<file path="src/rtl/spi_radio_responder.sv">
// SPI mode-0 slave emulating the register and RX-payload side of an nRF24L01+-style
// radio; the host fills the payload FIFO through a valid/ready push port.
module spi_radio_responder #(
    parameter int FIFO_DEPTH = 8,
    parameter int NREGS      = 8
) (
    input  logic               clk,
    input  logic               rst_n,
    input  logic               spi_sck,
    input  logic               spi_ssn,
    input  logic               spi_mosi,
    output logic               spi_miso,
    input  logic               push_valid,
    input  logic [7:0]         push_data,
    output logic               push_ready,
    output logic               reg_wr_stb,
    output logic [4:0]         reg_wr_addr,
    output logic [7:0]         reg_wr_data,
    output logic [8*NREGS-1:0] regs_out,
    output logic               rx_dr
);
    localparam int AW = (FIFO_DEPTH > 1) ? $clog2(FIFO_DEPTH) : 1;
    localparam int CW = AW + 1;
    localparam logic [CW-1:0] FULL_COUNT = CW'(FIFO_DEPTH);

    localparam logic [1:0] ST_IDLE = 2'd0;
    localparam logic [1:0] ST_CMD  = 2'd1;
    localparam logic [1:0] ST_DATA = 2'd2;

    localparam logic [1:0] OP_RREG = 2'd0;
    localparam logic [1:0] OP_WREG = 2'd1;
    localparam logic [1:0] OP_RPAY = 2'd2;
    localparam logic [1:0] OP_NOP  = 2'd3;

    // Pin synchronizers; deliberately not reset so a select held across reset
    // is not mistaken for a fresh spi_ssn fall.
    logic [2:0] sck_sync_reg;
    logic [2:0] ssn_sync_reg;
    logic [1:0] mosi_sync_reg;

    always_ff @(posedge clk) begin
        sck_sync_reg  <= {sck_sync_reg[1:0], spi_sck};
        ssn_sync_reg  <= {ssn_sync_reg[1:0], spi_ssn};
        mosi_sync_reg <= {mosi_sync_reg[0], spi_mosi};
    end

    logic sck_rise, sck_fall, ssn_fall, ssn_rise, mosi_bit;
    assign sck_rise = sck_sync_reg[1] & ~sck_sync_reg[2];
    assign sck_fall = ~sck_sync_reg[1] & sck_sync_reg[2];
    assign ssn_fall = ~ssn_sync_reg[1] & ssn_sync_reg[2];
    assign ssn_rise = ssn_sync_reg[1] & ~ssn_sync_reg[2];
    assign mosi_bit = mosi_sync_reg[1];

    logic [1:0]    state_reg;
    logic [1:0]    op_reg;
    logic [4:0]    addr_reg;
    logic [2:0]    bit_cnt_reg;
    logic [7:0]    rx_shift_reg;
    logic [7:0]    tx_shift_reg;
    logic          miso_reg;
    logic          fill_reg;
    logic          wr_pend_reg;
    logic [7:0]    wr_pend_data_reg;
    logic          stb_reg;
    logic [4:0]    wr_addr_reg;
    logic [7:0]    wr_data_reg;

    logic [7:0]    mem_reg [FIFO_DEPTH];
    logic [AW-1:0] wr_ptr_reg;
    logic [AW-1:0] rd_ptr_reg;
    logic [CW-1:0] count_reg;
    logic [7:0]    rd_data_reg;

    logic [3:0]    count_lo;
    logic [7:0]    status_byte;
    logic [7:0]    reg_view [NREGS];

    assign count_lo    = 4'(count_reg);
    assign rx_dr       = (count_reg != '0);
    assign push_ready  = (count_reg != FULL_COUNT);
    assign status_byte = {1'b0, rx_dr, 2'b00, count_lo};

    // Register file: the last address is the live STATUS view, not storage.
    genvar gi;
    generate
        for (gi = 0; gi < NREGS - 1; gi++) begin : g_reg
            logic [7:0] value_reg;
            always_ff @(posedge clk) begin
                if (!rst_n)
                    value_reg <= 8'h00;
                else if (wr_pend_reg && addr_reg == 5'(gi))
                    value_reg <= wr_pend_data_reg;
            end
            assign reg_view[gi] = value_reg;
        end
        assign reg_view[NREGS-1] = status_byte;
        for (gi = 0; gi < NREGS; gi++) begin : g_out
            assign regs_out[8*gi +: 8] = reg_view[gi];
        end
    endgenerate

    logic [7:0] rx_byte;
    logic       byte_done;
    logic [1:0] cmd_op;
    logic [4:0] cmd_addr;
    logic [1:0] eff_op;
    logic [4:0] eff_addr;
    logic [7:0] rd_byte;
    logic [7:0] load_byte;
    logic       push_ok;
    logic       pop_ok;
    logic       wr_ok;

    assign rx_byte   = {rx_shift_reg[6:0], mosi_bit};
    assign byte_done = sck_rise && !ssn_rise && (state_reg != ST_IDLE) && (bit_cnt_reg == 3'd7);

    always_comb begin
        cmd_op   = OP_NOP;
        cmd_addr = rx_byte[4:0];
        if (rx_byte[7:5] == 3'b000)
            cmd_op = OP_RREG;
        else if (rx_byte[7:5] == 3'b001)
            cmd_op = OP_WREG;
        else if (rx_byte == 8'h61)
            cmd_op = OP_RPAY;
    end

    // At the command boundary the freshly decoded opcode selects the first data byte.
    assign eff_op   = (state_reg == ST_CMD) ? cmd_op : op_reg;
    assign eff_addr = (state_reg == ST_CMD) ? cmd_addr : addr_reg;

    always_comb begin
        rd_byte = 8'h00;
        for (int i = 0; i < NREGS; i++) begin
            if (eff_addr == 5'(i))
                rd_byte = reg_view[i];
        end
    end

    assign load_byte = (eff_op == OP_RREG) ? rd_byte : 8'h00;
    assign push_ok   = push_valid && push_ready;
    assign pop_ok    = byte_done && (eff_op == OP_RPAY) && (count_reg != '0);
    assign wr_ok     = byte_done && (state_reg == ST_DATA) && (op_reg == OP_WREG)
                       && (int'(addr_reg) < NREGS - 1);

    // Payload storage with registered read; the popped byte reaches the shifter one cycle later.
    always_ff @(posedge clk) begin
        if (push_ok)
            mem_reg[wr_ptr_reg] <= push_data;
        rd_data_reg <= mem_reg[rd_ptr_reg];
    end

    always_ff @(posedge clk) begin
        if (!rst_n) begin
            wr_ptr_reg <= '0;
            rd_ptr_reg <= '0;
            count_reg  <= '0;
        end else begin
            if (push_ok)
                wr_ptr_reg <= wr_ptr_reg + AW'(1);
            if (pop_ok)
                rd_ptr_reg <= rd_ptr_reg + AW'(1);
            case ({push_ok, pop_ok})
                2'b10:   count_reg <= count_reg + CW'(1);
                2'b01:   count_reg <= count_reg - CW'(1);
                default: count_reg <= count_reg;
            endcase
        end
    end

    always_ff @(posedge clk) begin
        if (!rst_n) begin
            wr_pend_reg      <= 1'b0;
            wr_pend_data_reg <= 8'h00;
            stb_reg          <= 1'b0;
            wr_addr_reg      <= 5'd0;
            wr_data_reg      <= 8'h00;
        end else begin
            wr_pend_reg <= wr_ok;
            if (wr_ok)
                wr_pend_data_reg <= rx_byte;
            stb_reg <= wr_pend_reg;
            if (wr_pend_reg) begin
                wr_addr_reg <= addr_reg;
                wr_data_reg <= wr_pend_data_reg;
            end
        end
    end

    always_ff @(posedge clk) begin
        if (!rst_n) begin
            state_reg    <= ST_IDLE;
            op_reg       <= OP_NOP;
            addr_reg     <= 5'd0;
            bit_cnt_reg  <= 3'd0;
            rx_shift_reg <= 8'h00;
            tx_shift_reg <= 8'h00;
            miso_reg     <= 1'b0;
            fill_reg     <= 1'b0;
        end else begin
            fill_reg <= 1'b0;
            if (fill_reg)
                tx_shift_reg <= rd_data_reg;
            if (state_reg != ST_IDLE && ssn_rise) begin
                state_reg <= ST_IDLE;
                miso_reg  <= 1'b0;
            end else if (state_reg == ST_IDLE) begin
                if (ssn_fall) begin
                    state_reg    <= ST_CMD;
                    bit_cnt_reg  <= 3'd0;
                    tx_shift_reg <= {status_byte[6:0], 1'b0};
                    miso_reg     <= status_byte[7];
                end
            end else if (sck_rise) begin
                rx_shift_reg <= rx_byte;
                bit_cnt_reg  <= bit_cnt_reg + 3'd1;
                if (bit_cnt_reg == 3'd7) begin
                    tx_shift_reg <= load_byte;
                    fill_reg     <= pop_ok;
                    if (state_reg == ST_CMD) begin
                        state_reg <= ST_DATA;
                        op_reg    <= cmd_op;
                        addr_reg  <= cmd_addr;
                    end
                end
            end else if (sck_fall) begin
                miso_reg     <= tx_shift_reg[7];
                tx_shift_reg <= {tx_shift_reg[6:0], 1'b0};
            end
        end
    end

    assign spi_miso    = miso_reg;
    assign reg_wr_stb  = stb_reg;
    assign reg_wr_addr = wr_addr_reg;
    assign reg_wr_data = wr_data_reg;
endmodule

</file>
<file path="config.mk">
export PLATFORM = sky130hd
export DESIGN_NAME = spi_radio_responder
export DESIGN_NICKNAME = d
export VERILOG_FILES = /design/src/rtl/spi_radio_responder.sv
export SDC_FILE = /design/constraint.sdc
export NUM_CORES = 1
export LEC_CHECK = 0
export CORE_MARGIN = 5
export CORE_UTILIZATION = 30
export DETAILED_ROUTE_END_ITERATION = 16
export GPL_TIMING_DRIVEN = 0
export SLEW_MARGIN = 20
export SYNTH_ARGS = -nofsm -noshare
export SYNTH_HDL_FRONTEND = slang
export SYNTH_SLANG_ARGS = --single-unit
</file>
<file path="constraint.sdc">
create_clock -name clk -period 3.2 [get_ports clk]
set_input_delay 0.64 -clock clk [delete_from_list [all_inputs] [get_ports clk]]
set_output_delay 0.64 -clock clk [all_outputs]
set_load 0.01 [all_outputs]
</file>
Word-level counts from Yosys, hierarchy flattened
Memories as Yosys holds them, arrays and structs flattened. A register that Yosys moved wholly into a read port is not among the register bits.
Cells that the tools add are included.
Storage, ports and cells
  memories: 1
  input port bits: 14
  memory bits (writable): 64
  output and inout port bits: 81
  bits in read-only memories: 0
  bits in latches: 0
  bits in registers: 126
Memories
  mem_reg: words 8, width 8, read ports 1, clocked after memory_dff 1, write ports 1, RTL line 68  | logic [7:0] mem_reg [FIFO_DEPTH];
Operators by class
  reductions and logical operators: 37
  $lt $le $gt $ge: 1
  shifts and indexed selects: 0
  div/mod/pow operators: 0
  bitwise logic cells: 13
  $mul: 0
  muxes and demuxes: 36
  equal/unequal tests: 25
  add/subtract/negate cells: 5
Operators with widths (number)
  2-to-1 mux 8 bit: 16
  == test 5 x 3 -> 1 bit (second input constant): 7
  == test 5 x 2 -> 1 bit (second input constant): 4
  logical AND 1 bit: 17
  2-to-1 mux 2 bit: 8
  nonzero test 2 bit: 6
  == test 5 x 1 -> 1 bit (second input constant): 2
  zero test 5 bit: 2
  adder 3 x 1 -> 3 bit (second input constant): 3
  2-to-1 mux 3 bit: 3
  NOT 1 bit: 9
  AND reduction 3 bit: 3
  == test 8 x 7 -> 1 bit (second input constant): 1
  case mux 4 bit (2 select lines): 1
  AND reduction 4 bit: 2
  2-to-1 mux 1 bit: 7
  == test 2 x 1 -> 1 bit (second input constant): 3
  == test 2 bit (second input constant): 3
  < comparator 5 x 3 -> 1 bit (second input constant): 1
  2-to-1 mux 5 bit: 1
  OR reduction 5 bit: 1
  adder 4 x 1 -> 4 bit (second input constant): 1
  bitwise AND 1 bit: 4
  zero test 2 bit: 2
  10 further kinds: 10

Longest topological paths before layout
  word-level depth: 16
  mapped depth: 13
  gate-level depth less buffers: 12

Least setup slack after synthesis
OpenSTA, ideal clock, no wires.
  path type: register to register
  start: reg rx_shift_reg[2]
  end: reg count_reg[3] (netlist: count_lo[3])
  setup time: 0.070 ns
  data arrival time: 2.697 ns
  required time: 3.130 ns
  buffers on the path: 0
  setup slack: 0.433 ns
  stages on the path, launching flop included: 12
  cell sequence: dfxtp_1 -> or4b_4 -> o221ai_4 -> nand3_1 -> nor2_2 -> ha_1 -> ha_1 -> a21o_1 -> a21oi_1 -> xnor2_1 -> or3_1 -> a21oi_1
Between the ends
  longest elaborated chain between the ends: 10
  elaborated cells between the ends (all ways): 12
Ends and longest elaborated chain
  start: declaration: RTL line 58  | logic [7:0] rx_shift_reg;
  start signal: assignment: RTL line 215  | rx_shift_reg <= rx_byte;
  == test 8 x 7 -> 1 bit (*): RTL line 124  | else if (rx_byte == 8'h61)
  2-to-1 mux 1 bit (*): RTL line 124
  2-to-1 mux 2 bit (*): RTL line 122  | else if (rx_byte[7:5] == 3'b001)
  2-to-1 mux 2 bit (*): RTL line 120  | if (rx_byte[7:5] == 3'b000)
  2-to-1 mux 2 bit (*)
  == test 2 bit (*): RTL line 142  | assign pop_ok = byte_done && (eff_op == OP_RPAY) && (count_reg != '0);
  logical AND 1 bit (*) (2 in series): RTL line 142
  via pop_ok: RTL line 111  | logic pop_ok;
  == test 2 x 1 -> 1 bit / == test 2 bit (equally long branches): RTL line 163  | case ({push_ok, pop_ok})
  case mux 4 bit (2 select lines) / nonzero test 2 bit (equally long branches)
  end signal: assignment: RTL line 164  | 2'b10: count_reg <= count_reg + CW'(1);
  end signal: assignment: RTL line 165  | 2'b01: count_reg <= count_reg - CW'(1);
  end signal: assignment: RTL line 166  | default: count_reg <= count_reg;
  end: declaration: RTL line 71  | logic [CW-1:0] count_reg;
Mark *: on every way through the listed nets, which the timed path passes. The rest lies on a longest branch.
A chain may end at the register's enable or synchronous reset.

Worst setup path in the final report
  start: reg state_reg[1]
  end: reg count_reg[3] (netlist: count_lo[3])
Between the ends
  longest elaborated chain between the ends: 7
  elaborated cells between the ends (all ways): 12
Ends and longest elaborated chain
  start: declaration: RTL line 54  | logic [1:0] state_reg;
  start signal: assignment: RTL line 192  | state_reg <= ST_IDLE;
  start signal: assignment: RTL line 205  | state_reg <= ST_IDLE;
  start signal: assignment: RTL line 209  | state_reg <= ST_CMD;
  == test 2 x 1 -> 1 bit / nonzero test 2 bit (equally long branches): RTL line 129, 115
  2-to-1 mux 2 bit / logical AND 1 bit (equally long branches)
  == test 2 bit / logical AND 1 bit (equally long branches): RTL line 142, 115
  logical AND 1 bit (*) (2 in series): RTL line 142
  via pop_ok: RTL line 111
  == test 2 x 1 -> 1 bit / == test 2 bit (equally long branches): RTL line 163
  case mux 4 bit (2 select lines) / nonzero test 2 bit (equally long branches)
Marked as above.

==> run_results.csv <==
group,metric,value,unit
status,status,"complete, no violations",
detailed_routing,first_pass_iters,5,
yosys,yosysUniqueCellTypes,68,
finish,final_nets,992,
yosys,ys_seq_area_share,52.71,%
yosys,synth_area_leaders,"dfxtp_1 31%, edfxtp_1 22%, mux2i_1 6.0%",
placed_design,dp_slack,99.02,ps
clock_tree,worstSkewPairLatency,440,ps
clock_tree,cts_hold_buf,0,
job,maxCapViolCount,0,
global_route,overflow,0,
critical_path,end_kind,"flip-flop",
global_route,grt_pass1_wl,39.33,mm
floorplanning,die_area,0.03263,mm²
finish,final_cell_mix,"134 x dfxtp_1, 91 x clkdlybuf4s50_1, 84 x nand2_1",
clock_tree,clock-sinks,198,
detailed_routing,vias,7095,
critical_path,critPathMaxFanout,10,
global_route,grt_pass1_vias,6638,
timing,fmax,338.0,MHz
timing,relSlewSlack,45.87,%
yosys,synth_area,0.008736,mm²
global_route,track_usage,15.19,%
power,finalPower,0.005151,W
detailed_routing,wl_per_cell,18.80,µm
finish,mostFrequentLayoutCell,"dfxtp_1",
timing,rsz0062_at_grt,"no",
power,cellLeakagePower,3.533,nW
yosys,synth_top_area_cell,"dfxtp_1",
timing,finClkSkew,14.77,ps
clock_tree,cts_buffers,17,
yosys,syn_avg_cell_area,10.22,µm²
clock_tree,htree_levels,4,
worst_hold_path,hold_class,"flip-flop to flip-flop",
detailed_routing,wl,25.70,mm
global_route,grt_max_degree,21,
timing,finalWorstSetupSlack,241.8,ps
critical_path,crit_slowest_cell,"or4b_1",
yosys,yosys_warnings,0,
power,ir_worst_vdd,0.3165,mV
yosys,synth_edf_count,64,
detailed_routing,first_iter_violations,687,
detailed_routing,vias_per_cell,5.190,
critical_path,slowest_delay,460,ps
detailed_routing,ant_nets,0,
placed_design,globalplace.congestion,0.9080,
yosys,ys.flop_type,"dfxtp_1",
global_route,antenna_found_initial,0,
critical_path,path_cells,"buf_2 > or4b_1 > o21ai_0 > nand2b_1 > nor2_4 > ha_1 > ha_1 > a21o_1 > a21oi_1 > xnor2_1 > or3_1 > a21oi_1",
yosys,synth_top_cell_area_share,30.71,%
finish,n_antenna_cell,0,
power,power.density,477.2,mW/mm²
critical_path,start_kind,"flip-flop",
placed_design,hpwl,18.79,mm
floorplanning,row_count,62,
timing,worst_pin_slew,812.0,ps
clock_tree,path_clk_slew,80,ps
placed_design,io_buffers,91,
floorplanning,start_util,30.44,%
yosys,ys_ff_latch,198,
finish,largest_reg_flops,64,
critical_path,worst-setup-path-type,"flip-flop to flip-flop",
yosys,syn_inst,855,
detailed_routing,drc,0,
floorplanning,die_h,180.6,µm
yosys,async_flop_share,0,%
timing,setup_violations,0,
clock_tree,cts_root_buf,"clkbuf_16",
clock_tree,clockBufferDepth,2,
finish,area_delta_synth_final,23.56,%
timing,fin_crit_sh,92.44,%
finish,drive_gt1_share,10.68,%
floorplanning,core,0.02870,mm²
timing,finalMaxSlewViolations,0,
timing,setup-tns-final,0,ps
critical_path,crit_required,3550,ps
timing,period_needed,2958,ps
timing,hold_viol_final,0,
floorplanning,pin_count,95,
critical_path,cp.arrival,3310,ps
clock_tree,cts_tree,"built",
floorplanning,dieWidth,180.6,µm
## critical path, delay by kind of cell (launching register included)
kind	cells	cell delay [ps]
AOI/OAI and AO/OA	4	680
xor gates and xnor gates	1	80
adders and majority gates	2	510
buffers and inverters	1	180
DFF	1	330
and+or+nand+nor	4	1100
## path summary, 6_finish.rpt
kind,startpoint,end,slack [ps],cells after the start
worst max-delay path,state_reg[1]$_SDFFE_PP0P_,count_lo[3]$_SDFFE_PN0P_,240,12
worst min-delay path,sck_sync_reg[0]$_DFF_P_,sck_sync_reg[1]$_DFF_P_,330,0
worst max register to register,state_reg[1]$_SDFFE_PP0P_,count_lo[3]$_SDFFE_PN0P_,240,12
worst min register to register,sck_sync_reg[0]$_DFF_P_,sck_sync_reg[1]$_DFF_P_,330,0
## cell families (layout without fill, tap and decap cells)
logic type      Yosys count  in the layout  synth area share [%]
flops                   198            198                 52.71
compound gates          176            176                 12.72
xor+xnor                  6              6                0.6015
fa+ha+maj                 8              8                 1.232
mux                      86             86                 12.40
buf+inv                  78            204                 3.924
other cells               1              3               0.04293
simple gates            302            302                 16.37
## metal layers
layer  share of wire (%)  global-route usage, %  vias to the layer above  wire length, µm
li1                    -                      -                     3340                -
met1                  44                  20.81                     3413            11370
met2                  46                  24.30                      314            11870
met3                 8.2                  3.755                       28             2115
met4                 1.4                  3.600                        0              351
met5                   0                      0                        -                0
## area by class of cell
cell class	instances	area [µm²]
clock inverter	14	172.7
timing repair buffer	94	930.9
sequential	198	4604
clock buffer	18	429.2
inverter	10	37.54
multi-input combinational	581	3834
tap	384	480.5
buffer	68	305.3
fill	2895	17910
## report_power, final
part / switching (W) / leakage (nW) / internal (W)
Clock: 0.00109 / 0.291 / 0.00113
Combinational: 0.000170 / 1.57 / 0.000107
Sequential: 0.0000263 / 1.67 / 0.00263
Total: 0.00128 / 3.53 / 0.00387
## timing repair
| item | in CTS | in global routing |
|---|---|---|
| endpoints found under the setup margin | 0 | 1 |
| buffers inserted | 0 | 2 |
| gates resized for setup | 0 | 3 |
## synth_stat cells, drive strengths merged (2+ instances only)
cell type,count
dfxtp,134
nand2,84
nor2,83
a21oi,82
nand3,65
edfxtp,64
mux2i,52
clkbuf,44
o21ai,32
buf,24
mux2,18
mux4,16
nor3,16
a221oi,11
nor2b,10
inv,9
nand2b,9
a22oi,7
ha,7
nand3b,7
a211oi,6
o22ai,6
a31oi,5
nand4,5
a32o,4
and3,4
nor4,4
xor2,4
a32oi,3
and2,3
o221ai,3
or2,3
or4b,3
a21o,2
o31ai,2
or3,2
xnor2,2
## metrics by stage
step / std cells / hold slack [ps] / utilization [%] / instance area (µm²)
after CTS: 1365 / 333.3 / 37.46 / 10750
after floorplan: 857 / 309.6 / - / 8743
after detailed placement: 1333 / 314.7 / 35.37 / 10150
after global routing: 1367 / 342.0 / 37.61 / 10790
final: 1367 / 328.6 / 37.61 / 10790
after global placement: 1332 / 312.2 / 35.31 / 10130
No activity file was read; power rests on OpenSTA's default activity.
